$ cat config.mk
export PLATFORM = sky130hd
export DESIGN_NAME = sl_preceptron_mem_arbiter
export DESIGN_NICKNAME = d
export VERILOG_FILES = /design/src/rtl/sl_preceptron_mem_arbiter.sv
export SDC_FILE = /design/constraint.sdc
export NUM_CORES = 1
export LEC_CHECK = 0
export CAP_MARGIN = 0
export CORE_MARGIN = 2
export CORE_UTILIZATION = 43
export CTS_CLUSTER_SIZE = 16
export DETAILED_ROUTE_END_ITERATION = 6
export PLACE_DENSITY = 0.82
export SKIP_CTS_REPAIR_TIMING = 1
export SYNTH_ARGS = -nofsm -noshare
export SYNTH_HDL_FRONTEND = slang
export SYNTH_SLANG_ARGS = --single-unit
$ cat constraint.sdc
create_clock -name clk -period 3.9 [get_ports clk]
set_input_delay 0.78 -clock clk [delete_from_list [all_inputs] [get_ports clk]]
set_output_delay 0.78 -clock clk [all_outputs]
set_load 0.03 [all_outputs]
$ cat src/rtl/sl_preceptron_mem_arbiter.sv
// SRAM arbiter shared by a host port (single, acknowledged accesses) and the perceptron MAC,
// which may take an exclusive lock on the SRAM bus between mac_start and mac_done.
module sl_preceptron_mem_arbiter #(
    parameter int DATA_WIDTH     = 8,
    parameter int ADDR_WIDTH     = 16,
    parameter int WAIT_CNT_WIDTH = 8
) (
    input  logic                      clk,
    input  logic                      rst,
    input  logic                      host_req,
    input  logic                      host_wen,
    input  logic [ADDR_WIDTH-1:0]     host_addr,
    input  logic [DATA_WIDTH-1:0]     host_wdata,
    output logic                      host_ack,
    output logic [DATA_WIDTH-1:0]     host_rdata,
    output logic                      host_rvalid,
    input  logic                      mac_start,
    input  logic                      mac_done,
    input  logic                      mac_wen,
    input  logic                      mac_ren,
    input  logic [ADDR_WIDTH-1:0]     mac_addr,
    input  logic [DATA_WIDTH-1:0]     mac_wdata,
    output logic [DATA_WIDTH-1:0]     mac_rdata,
    output logic                      mem_wen,
    output logic                      mem_ren,
    output logic [ADDR_WIDTH-1:0]     mem_addr,
    output logic [DATA_WIDTH-1:0]     mem_wdata,
    input  logic [DATA_WIDTH-1:0]     mem_rdata,
    output logic                      lock,
    output logic                      proto_err,
    output logic [WAIT_CNT_WIDTH-1:0] host_wait_cnt
);

    typedef enum logic [2:0] {
        S_IDLE   = 3'd0,
        S_HOST   = 3'd1,
        S_RDWAIT = 3'd2,
        S_LOCK   = 3'd3,
        S_UNLOCK = 3'd4
    } state_t;

    state_t                    state_q, state_d;
    logic                      start_pend_q, start_pend_d;
    logic                      hold_wen_q, hold_wen_d;
    logic [ADDR_WIDTH-1:0]     hold_addr_q, hold_addr_d;
    logic [DATA_WIDTH-1:0]     hold_wdata_q, hold_wdata_d;
    logic [DATA_WIDTH-1:0]     host_rdata_q, host_rdata_d;
    logic                      host_rvalid_q, host_rvalid_d;
    logic                      proto_err_q, proto_err_d;
    logic [WAIT_CNT_WIDTH-1:0] wait_cnt_q, wait_cnt_d;
    logic                      ack_s;
    logic                      want_lock_s;

    // State and datapath registers.
    always_ff @(posedge clk or posedge rst) begin
        if (rst) begin
            state_q       <= S_IDLE;
            start_pend_q  <= 1'b0;
            hold_wen_q    <= 1'b0;
            hold_addr_q   <= '0;
            hold_wdata_q  <= '0;
            host_rdata_q  <= '0;
            host_rvalid_q <= 1'b0;
            proto_err_q   <= 1'b0;
            wait_cnt_q    <= '0;
        end else begin
            state_q       <= state_d;
            start_pend_q  <= start_pend_d;
            hold_wen_q    <= hold_wen_d;
            hold_addr_q   <= hold_addr_d;
            hold_wdata_q  <= hold_wdata_d;
            host_rdata_q  <= host_rdata_d;
            host_rvalid_q <= host_rvalid_d;
            proto_err_q   <= proto_err_d;
            wait_cnt_q    <= wait_cnt_d;
        end
    end

    // Next-state logic, SRAM bus steering and host bookkeeping.
    always_comb begin
        state_d       = state_q;
        start_pend_d  = start_pend_q;
        hold_wen_d    = hold_wen_q;
        hold_addr_d   = hold_addr_q;
        hold_wdata_d  = hold_wdata_q;
        host_rdata_d  = host_rdata_q;
        host_rvalid_d = 1'b0;
        proto_err_d   = proto_err_q;
        wait_cnt_d    = wait_cnt_q;
        ack_s         = 1'b0;
        mem_wen       = 1'b0;
        mem_ren       = 1'b0;
        mem_addr      = '0;
        mem_wdata     = '0;
        want_lock_s   = mac_start | start_pend_q;

        if (mac_start && (state_q != S_LOCK)) begin
            start_pend_d = 1'b1;
        end else begin
            start_pend_d = start_pend_d;
        end

        if ((mac_start && (state_q == S_LOCK)) || (mac_done && (state_q != S_LOCK))) begin
            proto_err_d = 1'b1;
        end else begin
            proto_err_d = proto_err_d;
        end

        case (state_q)
            S_IDLE: begin
                if (want_lock_s) begin
                    state_d = S_LOCK;
                end else if (host_req) begin
                    ack_s        = 1'b1;
                    hold_wen_d   = host_wen;
                    hold_addr_d  = host_addr;
                    hold_wdata_d = host_wdata;
                    state_d      = S_HOST;
                end else begin
                    state_d = S_IDLE;
                end
            end
            S_HOST: begin
                mem_wen   = hold_wen_q;
                mem_ren   = ~hold_wen_q;
                mem_addr  = hold_addr_q;
                mem_wdata = hold_wdata_q;
                // A pending lock is granted as soon as the host access has finished.
                if (!hold_wen_q) begin
                    state_d = S_RDWAIT;
                end else if (want_lock_s) begin
                    state_d = S_LOCK;
                end else begin
                    state_d = S_IDLE;
                end
            end
            S_RDWAIT: begin
                host_rdata_d  = mem_rdata;
                host_rvalid_d = 1'b1;
                if (want_lock_s) begin
                    state_d = S_LOCK;
                end else begin
                    state_d = S_IDLE;
                end
            end
            S_LOCK: begin
                mem_wen   = mac_wen;
                mem_ren   = mac_ren;
                mem_addr  = mac_addr;
                mem_wdata = mac_wdata;
                if (mac_done) begin
                    state_d = S_UNLOCK;
                end else begin
                    state_d = S_LOCK;
                end
            end
            S_UNLOCK: begin
                state_d = S_IDLE;
            end
            default: begin
                state_d = S_IDLE;
            end
        endcase

        if ((state_d == S_LOCK) && (state_q != S_LOCK)) begin
            start_pend_d = 1'b0;
        end else begin
            start_pend_d = start_pend_d;
        end

        if (!host_req || ack_s) begin
            wait_cnt_d = '0;
        end else if (wait_cnt_q != {WAIT_CNT_WIDTH{1'b1}}) begin
            wait_cnt_d = wait_cnt_q + WAIT_CNT_WIDTH'(1);
        end else begin
            wait_cnt_d = wait_cnt_q;
        end
    end

    // host_ack is combinational, so it must be gated to stay low while reset is held.
    assign host_ack      = ack_s & ~rst;
    assign host_rdata    = host_rdata_q;
    assign host_rvalid   = host_rvalid_q;
    assign lock          = (state_q == S_LOCK);
    assign mac_rdata     = lock ? mem_rdata : '0;
    assign proto_err     = proto_err_q;
    assign host_wait_cnt = wait_cnt_q;

endmodule

# After elaboration in Yosys (flattened, before gate mapping)
# Index checks and enable logic that the tools add are counted.
[op_classes]
n_mux = 19
bitwise = 5
n_eq_ne = 6
add_sub_neg = 1
reduce_logical = 11
[ops]
columns = ["op", "count"]
rows = [
  ["16-bit one-hot mux with 2 select lines", 1],
  ["8-bit two-way mux", 3],
  ["8-bit one-hot mux with 2 select lines", 1],
  ["3-bit one-hot mux with 4 select lines", 1],
  ["3-bit by 2-bit == test with 1-bit output, second input constant", 3],
  ["8-bit by 1-bit adder with 8-bit output, second input constant", 1],
  ["8-bit != test, second input constant", 1],
  ["1-bit two-way mux", 7],
  ["2-bit two-way mux", 3],
  ["1-bit logical AND", 4],
  ["1-bit one-hot mux with 2 select lines", 2],
  ["2-bit nonzero test", 2],
  ["3-bit by 1-bit == test with 1-bit output, second input constant", 1],
  ["3-bit zero test", 1],
  ["3-bit two-way mux", 1],
  ["3-bit by 2-bit != test with 1-bit output, second input constant", 1],
  ["1-bit inverter", 3],
  ["3-bit AND reduction", 1],
  ["1-bit logical OR", 2],
  ["1-bit bitwise AND", 1],
  ["1-bit zero test", 1],
  ["1-bit OR", 1],
]
[totals]
elab_cells = 51
regBits = 47
inputBits = 64
output_inout_bits = 54

# Longest topological paths before layout
# Gate-level depths: netlist of the first run.
[depth]
word_depth = 7
depth_mapped = 6

# Worst setup path before layout of the first run
# OpenSTA, ideal clock, no wires.
[synth_timing]
path_kind = "input port to output port"
from = "in mac_start"
to = "out host_ack"
cell_stages = 5
setup_slack_ns = 0.843
arrival_ns = 2.277
n_path_buf = 2
required_ns = 3.120
path_cell_list = "or4_4 > or3b_1 > buf_6 > buf_6 > nor2_1"
[synth_via]
elab_chain_len = 4
[synth_lines]
columns = ["element", "line", "text"]
rows = [
  ["start, declared", "17", "input logic mac_start,"],
  ["1-bit OR", "95", "want_lock_s = mac_start | start_pend_q;"],
  ["1-bit two-way mux", "111", "if (want_lock_s) begin"],
  ["1-bit two-way mux", "109", "case (state_q)"],
  ["1-bit bitwise AND", "181", "assign host_ack = ack_s & ~rst;"],
  ["end, declared", "14", "output logic host_ack,"],
]
# No other way between the ends.

# Final worst setup path of the first run
# Same ends and word-level chain as after synthesis.

==> results, run 1 <==
- The total wirelength of the detailed-routed design is 5734 um.
- The delay contributed by the slowest stage of the critical path is 0.47 ns.
- During I/O placement, the number of pins put on the boundary was 118.
- The number of buffers created by CTS is 5.
- For this run, design rule violations remaining after detail routing come to 0.
- The signal on the critical path passes through clkdlybuf4s50_1, or4_4, or3b_1, nor2_1, buf_4.
- The global-route usage over all layers is 19.69%.
- The number of antenna violations at the first check in global routing is 0.
- The power per cell area is 757.3 nW/um^2.
- The number of nets in the synthesized netlist is 254.
- STA puts the critical path data arrival time at 2.42 ns.
- After synthesis, the share of flip-flops with an asynchronous set or reset is 100.0%.
- Setup total negative slack on the finished layout was measured at 0 ns.
- The placed cell area is 3551 um^2.
- STA classifies the critical path endpoint as a primary output.
- The die is 77.81 um wide.
- The buffer and inverter count on the worst path is 2.
- The core box area is 5172 um^2.
- The maximum clock frequency is 312.2 MHz.
- The count of cell types in the netlist is 33.
- The clock root buffer is sky130_fd_sc_hd__clkbuf_8.
- The TritonCTS clock tree is yes.
- Summing every instance area after synthesis gives 2342 um^2.
- The maximum ir drop on the vdd rail is 0.0003272 V.
- Synthesis produced 189 cells.
- The count of routing violations after the opening detailed-route iteration is 135.
- The number of global-route vias before repair is 2,021.
- The count of state elements after synthesis is 47.
- The final critical-path required period is 3.203 ns.
- The average detailed-routed wire length per instance is 15.29 um.
- The initial core utilization is 45.28%.
- The height of the chip is 77.81 um.
- Yosys mapped a number of flops with a built-in enable equal to 0.
- The clock transition time at the flip-flop clock pins of the worst setup and hold paths is 0.08 ns.
- At the worst endpoint, the required time is 3.12 ns.
- The remaining global-route overflow is 0.
- The area growth from synthesis to layout is 56.62%.
- The final count of negative-setup-slack endpoints is 0.
- Sequential elements use 50.21% of the synthesized area.
- The area share of the largest cell type after synthesis is 50.21%.
- For the pin with the worst max-slew slack, the measured transition is 0.9557 ns.
- Among all stages on the critical path, the largest delay is contributed by sky130_fd_sc_hd__clkdlybuf4s50_1.
- For the worst-skew pair, the clock arrives at the later sink with an insertion delay of 0.30 ns.
- Ranked by total cell area, the synthesized netlist is headed by sky130_fd_sc_hd__dfrtp_1 (50%), sky130_fd_sc_hd__mux2_4 (12%), sky130_fd_sc_hd__a22o_1 (9.7%).
- At the end of routability-driven placement, the weighted congestion stood at 0.8287.
- The average instance in the mapped netlist occupies 12.39 um^2.
- The final worst-path cycle share is 82.13%.
- The count of max-cap constraint violations is 0.
- The flow ran to the end, and the final reports show no timing, DRC or antenna violations.
- The HPWL after detailed placement is 4217 um.
- sky130_fd_sc_hd__dfrtp_1 takes more of the synthesized area than any other cell.
- The number of vias in the routed layout is 1,979.
- In this run the worst hold path is classified as flop to flop.
- STA classifies the critical path startpoint as an input port.
- The number of hold-slack violations in the final timing report is 0.
- The post-place setup slack is 0.7270 ns.
- The family with the most delay on the worst path is simple AND/OR/NAND/NOR gates.
- In the synthesized netlist the dominant register cell turns out to be sky130_fd_sc_hd__dfrtp_1.
- The layout has 411 filler cells.
- In this run the worst path has a maximum fanout of 4.
- The average vias per placed instance is 5.277.
- The max-slew violation total from the final report is 0.
- The share of final-layout standard cells stronger than drive strength 1 is 15.74%.
- The area taken by multi-input logic gates is 1081 um^2.
- For this run, the detailed router's first-pass iteration total came to 4.
- The final net count is 369.
- The wire length of the first global-routing pass is 9542 um.
- The worst max-slew margin expressed relative to the limit is 36.19%.
- The setup clock skew after layout is 0.008652 ns.
- The maximum number of pins on one net before global-route repair is 48.
- The site row count is 26.
- The completed layout was analyzed and its total power is 2.778 mW.
- The deepest clock path buffer count is 2.
- The count of yosys warnings during synthesis is 0.
- The die covers 6054 um^2.
- The post-route cell area is 3669 um^2.
- The sequential cell area is 1176 um^2.
- The post-layout worst setup margin is 0.6970 ns.
- The worst hold margin is 0.4664 ns.
- The static leakage is 1.570 nW.
- The critical path is of the input port to primary output type.
- The detail route stage leaves a number of antenna-violating nets equal to 0.
- CTS saw 47 sinks.
- Setup repair after global routing left no endpoint under its margin.
- The number of H-tree branching levels is 2.
- Input and output buffers added on the ports amount to 117.
- The number of antenna repair diodes is 0.
==> state kept, by name (all words and copies together) (netlist names) <==
register       flops
proto_err          1
hold_addr_q       16
host_rvalid        1
start_pend_q       1
host_wait_cnt      8
state_q            3
hold_wen_q         1
hold_wdata_q       8
host_rdata         8
==> power by group <==
| part | switching, mW | internal (mW) | total [mW] | leakage, nW |
|---|---|---|---|---|
| Combinational | 0.791 | 0.790 | 1.58 | 0.931 |
| Clock | 0.159 | 0.207 | 0.366 | 0.0612 |
| Sequential | 0.143 | 0.688 | 0.832 | 0.578 |
==> final timing paths <==
kind / endpoint / slack (ns) / cells past startpoint / from
worst max register to register: hold_addr_q[4] / 1.73 / 4 / state_q[1]
worst min register to register: proto_err / 0.47 / 1 / proto_err
worst min-delay path: proto_err / 0.47 / 1 / proto_err
min in group asynchronous: hold_addr_q[15] / 1.06 / 2 / rst
max in group asynchronous: hold_addr_q[14] / 2.24 / 2 / rst
worst max-delay path: host_ack / 0.70 / 5 / mac_start
==> logic make-up (layout without fill, tap and decap cells) <==
group / count (synthesis) / after routing / share of synthesized area, %
AND/OR/NAND/NOR: 49 / 49 / 12.18
flip-flops: 47 / 47 / 50.21
AO/OA/AOI/OAI: 43 / 43 / 14.32
multiplexers: 33 / 33 / 18.91
buffers and inverters: 16 / 132 / 3.846
adder cells (fa/ha/maj): 1 / 1 / 0.5341
==> layer usage <==
layer,routed length [um],global-route usage (%),vias up
met4,29,3.571,0
met3,424,6.163,4
met2,2866,33.79,79
met5,0,0,-
met1,2413,24.58,965
li1,-,-,931
==> synthesized netlist by cell type, drive strengths merged, types with 2 or more instances <==
library cell  instances
and3                  3
nor3b                 3
a21oi                 7
and2                  9
mux2                 33
dfrtp                47
inv                   4
clkbuf                8
nor4b                 2
nand4                 2
a22o                 26
nand3                 6
nand2b                2
a211oi                2
o21ai                 2
nand2                 5
nor2                  6
nor3                  6
buf                   4
==> stage by stage <==
stage	cells	utilization, %
CTS	375	70.92
detailed placement	367	68.65
global route	375	70.92
global placement	367	68.65
floorplan	189	-
finish	375	70.92
==> cell type report <==
class	count	share of cell area [%]
inverter	4	0.4093
timing repair buffer	120	32.47
tap	70	2.387
multi-input combinational	126	29.47
sequential	47	32.06
clock buffer	6	2.251
clock inverter	2	0.9550
==> layout by cell type, fill, tap and decap left out, types with 3 or more instances in the layout <==
cell type / synthesis / layout
sky130_fd_sc_hd__nand3_1: 6 / 6
sky130_fd_sc_hd__nor3_1: 6 / 6
sky130_fd_sc_hd__dfrtp_1: 47 / 47
sky130_fd_sc_hd__and2_1: 9 / 9
sky130_fd_sc_hd__a22o_1: 26 / 26
sky130_fd_sc_hd__a21oi_1: 7 / 7
sky130_fd_sc_hd__mux2_4: 19 / 19
sky130_fd_sc_hd__clkbuf_8: 0 / 6
sky130_fd_sc_hd__nor2_1: 6 / 6
sky130_fd_sc_hd__mux2_2: 14 / 14
sky130_fd_sc_hd__buf_4: 0 / 4
sky130_fd_sc_hd__clkdlybuf4s50_1: 0 / 116
sky130_fd_sc_hd__inv_1: 4 / 3
sky130_fd_sc_hd__and3_1: 3 / 3
sky130_fd_sc_hd__nand2_1: 5 / 5
Note: power is estimated with default switching activity, not from simulation.
==> inputs of run 2 (changes only) <==
- CORE_UTILIZATION: 43 -> 36
- PLACE_DENSITY: 0.82 -> 0.73
- clock period: 3.9 -> 2.9 ns (I/O delays scaled with it)
==> run 2 against run 1 <==
- worst setup slack worse by 0.49 ns
- sequential power increased by 33%
- wire length rose by 0.52%
- via count fell by 2.3%
- power rose by 27%
- final cell count rose by 1.9%
- non-clock buffer count rose by 2
- count of clock-buffer cells in the layout is the same
- core utilization fell by 14 points
- die area up 18%
- critical endpoint unchanged
==> results, run 2 (synthesized netlist as in run 1, its figures left out) <==
- The maximum clock frequency is 372.0 MHz.
- The run finished with clean final reports.
- The critical path in this run is classified as input port to primary output.
- For this configuration, the core starts out at a cell density of 37.10%.
- The root buffer cell chosen for the clock tree is sky130_fd_sc_hd__clkbuf_8.
- The class of the tightest hold or removal check is flop to flop.
- The total power of the final layout is 3.541 mW.
- The final net count is 371.
- The count of routing violations after the opening detailed-route iteration is 35.
- The core box area is 6314 um^2.
- The slew at the pin closest to its max-slew limit is 0.7542 ns.
- The deepest clock path buffer count is 2.
- The worst path in the final design needs a cycle of 2.688 ns, including I/O delays and setup.
- 0 antenna diodes ended up in the layout.
- Leaving out fill and tap cells, the most frequent cell in the layout is sky130_fd_sc_hd__clkdlybuf4s50_1.
- The number of H-tree branching levels is 2.
- The die area is 7167 um^2.
- The detail route stage leaves a number of antenna-violating nets equal to 0.
- The detailed-route DRC error count is 0.
- Setup repair after global routing left no endpoint under its margin.
- The remaining global-route overflow is 0.
- The maximum ir drop on the vdd rail is 0.0005525 V.
- Once routing completed, OpenROAD measured the worst setup slack at 0.2119 ns.
- The library cells used most frequently in the layout, excluding fill and tap cells, are sky130_fd_sc_hd__clkdlybuf4s50_1 (81), sky130_fd_sc_hd__dfrtp_1 (47), sky130_fd_sc_hd__buf_4 (40).
- Setup violations remaining at the end of the flow were counted as 0.
- The multi-input combinational cells in the finished layout cover a total of 1081 um^2.
- Max-cap violations in this run came to 0.
- The register with the most flip-flops in the final layout is hold_addr_q.
- The max-slew violation total from the final report came to 0.
- The sink count of the clock tree is 47.
- The number of hold-slack violations in the final timing report is 0.
- The register with the most flip-flops in the layout has 16 of them.
- After clock tree synthesis, the clock-pin slew on the worst setup and hold paths is 0.08 ns.
- The setup clock skew after layout is 0.002366 ns.
- The number of buffers created by CTS is 5.
- Data on the critical path is required at its endpoint by 2.32 ns.
- The post-route core utilization is 56.58%.
- The worst setup path is launched from an input port.
- The die is 84.66 um wide.
- Registers take 1176 um^2.
- The final worst-path cycle share is 92.69%.
- The aggregate negative setup slack is 0 ns.
- For this design the top-level I/O count stands at 118.
- The power per cell area is 991.2 nW/um^2.
- The maximum fanout along the worst path is 2.
- The number of antenna violations at the first check in global routing came to 0.
- Across every metal layer, demand over resource in global routing totals 16.16%.
- Summing over every cut layer, the via total after detailed routing is 1,933.
- The number of global-route vias before repair is 1,932.
- The number of cells in the finished layout apart from fillers is 382.
- Once placement finished, the instance area stood at 3500 um^2.
- The post-place setup slack is 0.1884 ns.
- The signal arrival time at the worst endpoint is 2.11 ns.
- The number of inserted filler cells in the final layout is 549.
- The total wirelength of the detailed-routed design is 5764 um.
- The first global-routing pass estimated 9266 um of wire.
- The average detailed-routed wire length per instance is 15.09 um.
- The worst max-slew margin expressed relative to the limit is 49.53%.
- The critical path capture point type is a primary output.
- The floorplan has 29 rows.
- After routing the design area is 3572 um^2.
- The routability congestion estimate is 0.7963.
- The maximum number of pins on one net before global-route repair is 29.
- The clock insertion delay at the later pin of the skew report is 0.29 ns.
- Setup slack on the worst reg-to-reg path comes out at 0.75 ns.
- The share of final-layout standard cells stronger than drive strength 1 is 26.89%.
- The first detailed-routing pass took 4 iterations.
- The count of input and output buffers is 117.
- Summed over all cells, the static leakage comes to 1.619 nW.
- Using the TritonRoute via totals, the vias-per-cell ratio works out to 5.060.
- The height of the chip is 84.66 um.
- TritonCTS built the clock tree.
- The number of cells in the design after placement is 376.
- The area growth from synthesis to layout is 52.51%.
- The worst hold margin is 0.4844 ns.
- After legalization and detailed placement, the total HPWL measured 4282 um.
## run 2: changes by cell type in the layout (fill, tap and decap cells not counted)
cell	delta
sky130_fd_sc_hd__buf_12	+1
sky130_fd_sc_hd__clkdlybuf4s50_1	-35
sky130_fd_sc_hd__bufinv_16	-1
sky130_fd_sc_hd__buf_4	+36
sky130_fd_sc_hd__clkbuf_1	+1
sky130_fd_sc_hd__clkinv_2	-1
sky130_fd_sc_hd__clkbuf_8	-1
## run 2: cell type report
cell class,instances,area share (%)
Clock buffer,6,2.032
Inverter,4,0.4203
Multi-Input combinational cell,126,30.26
Sequential cell,47,32.92
Tap cell,77,2.697
Timing Repair Buffer,122,31.66
## run 2: power by group
group	internal, mW	leakage (nW)	switching [mW]
registers	0.926	0.578	0.187
logic	0.999	1.00	1.07
clock network	0.161	0.0371	0.196
total	2.09	1.62	1.45
## run 2: path summary, 6_finish.rpt
kind | startpoint | endpoint | cells past startpoint
setup / recovery | mac_start | host_ack | 5
hold / removal | proto_err | proto_err | 1
setup reg to reg | state_q[1] | hold_addr_q[12] | 4
hold reg to reg | proto_err | proto_err | 1
max in group asynchronous | rst | hold_addr_q[13] | 3
min in group asynchronous | rst | hold_addr_q[0] | 2
## run 2: per-layer routing
layer	global-route usage [%]	vias to the layer above	part of all wire [%]
li1	-	932	-
met1	20.08	934	41
met2	28.13	65	52
met3	4.818	2	6.9
met4	3.030	0	0.26
met5	0	-	0
## run 2: critical path: stages
cell	delay, ns
sky130_fd_sc_hd__clkdlybuf4s50_1	0.42
sky130_fd_sc_hd__or4_4	0.43
sky130_fd_sc_hd__or3b_1	0.41
sky130_fd_sc_hd__nor2_1	0.10
sky130_fd_sc_hd__buf_4	0.16
==> inputs of run 3 (changes only) <==
- ABC_CLOCK_PERIOD_IN_PS: unset -> 2900
- HOLD_SLACK_MARGIN: unset -> 0.02
==> results of run 3 <==
No change in the layout: final DEF, timing and power equal those of run 2.
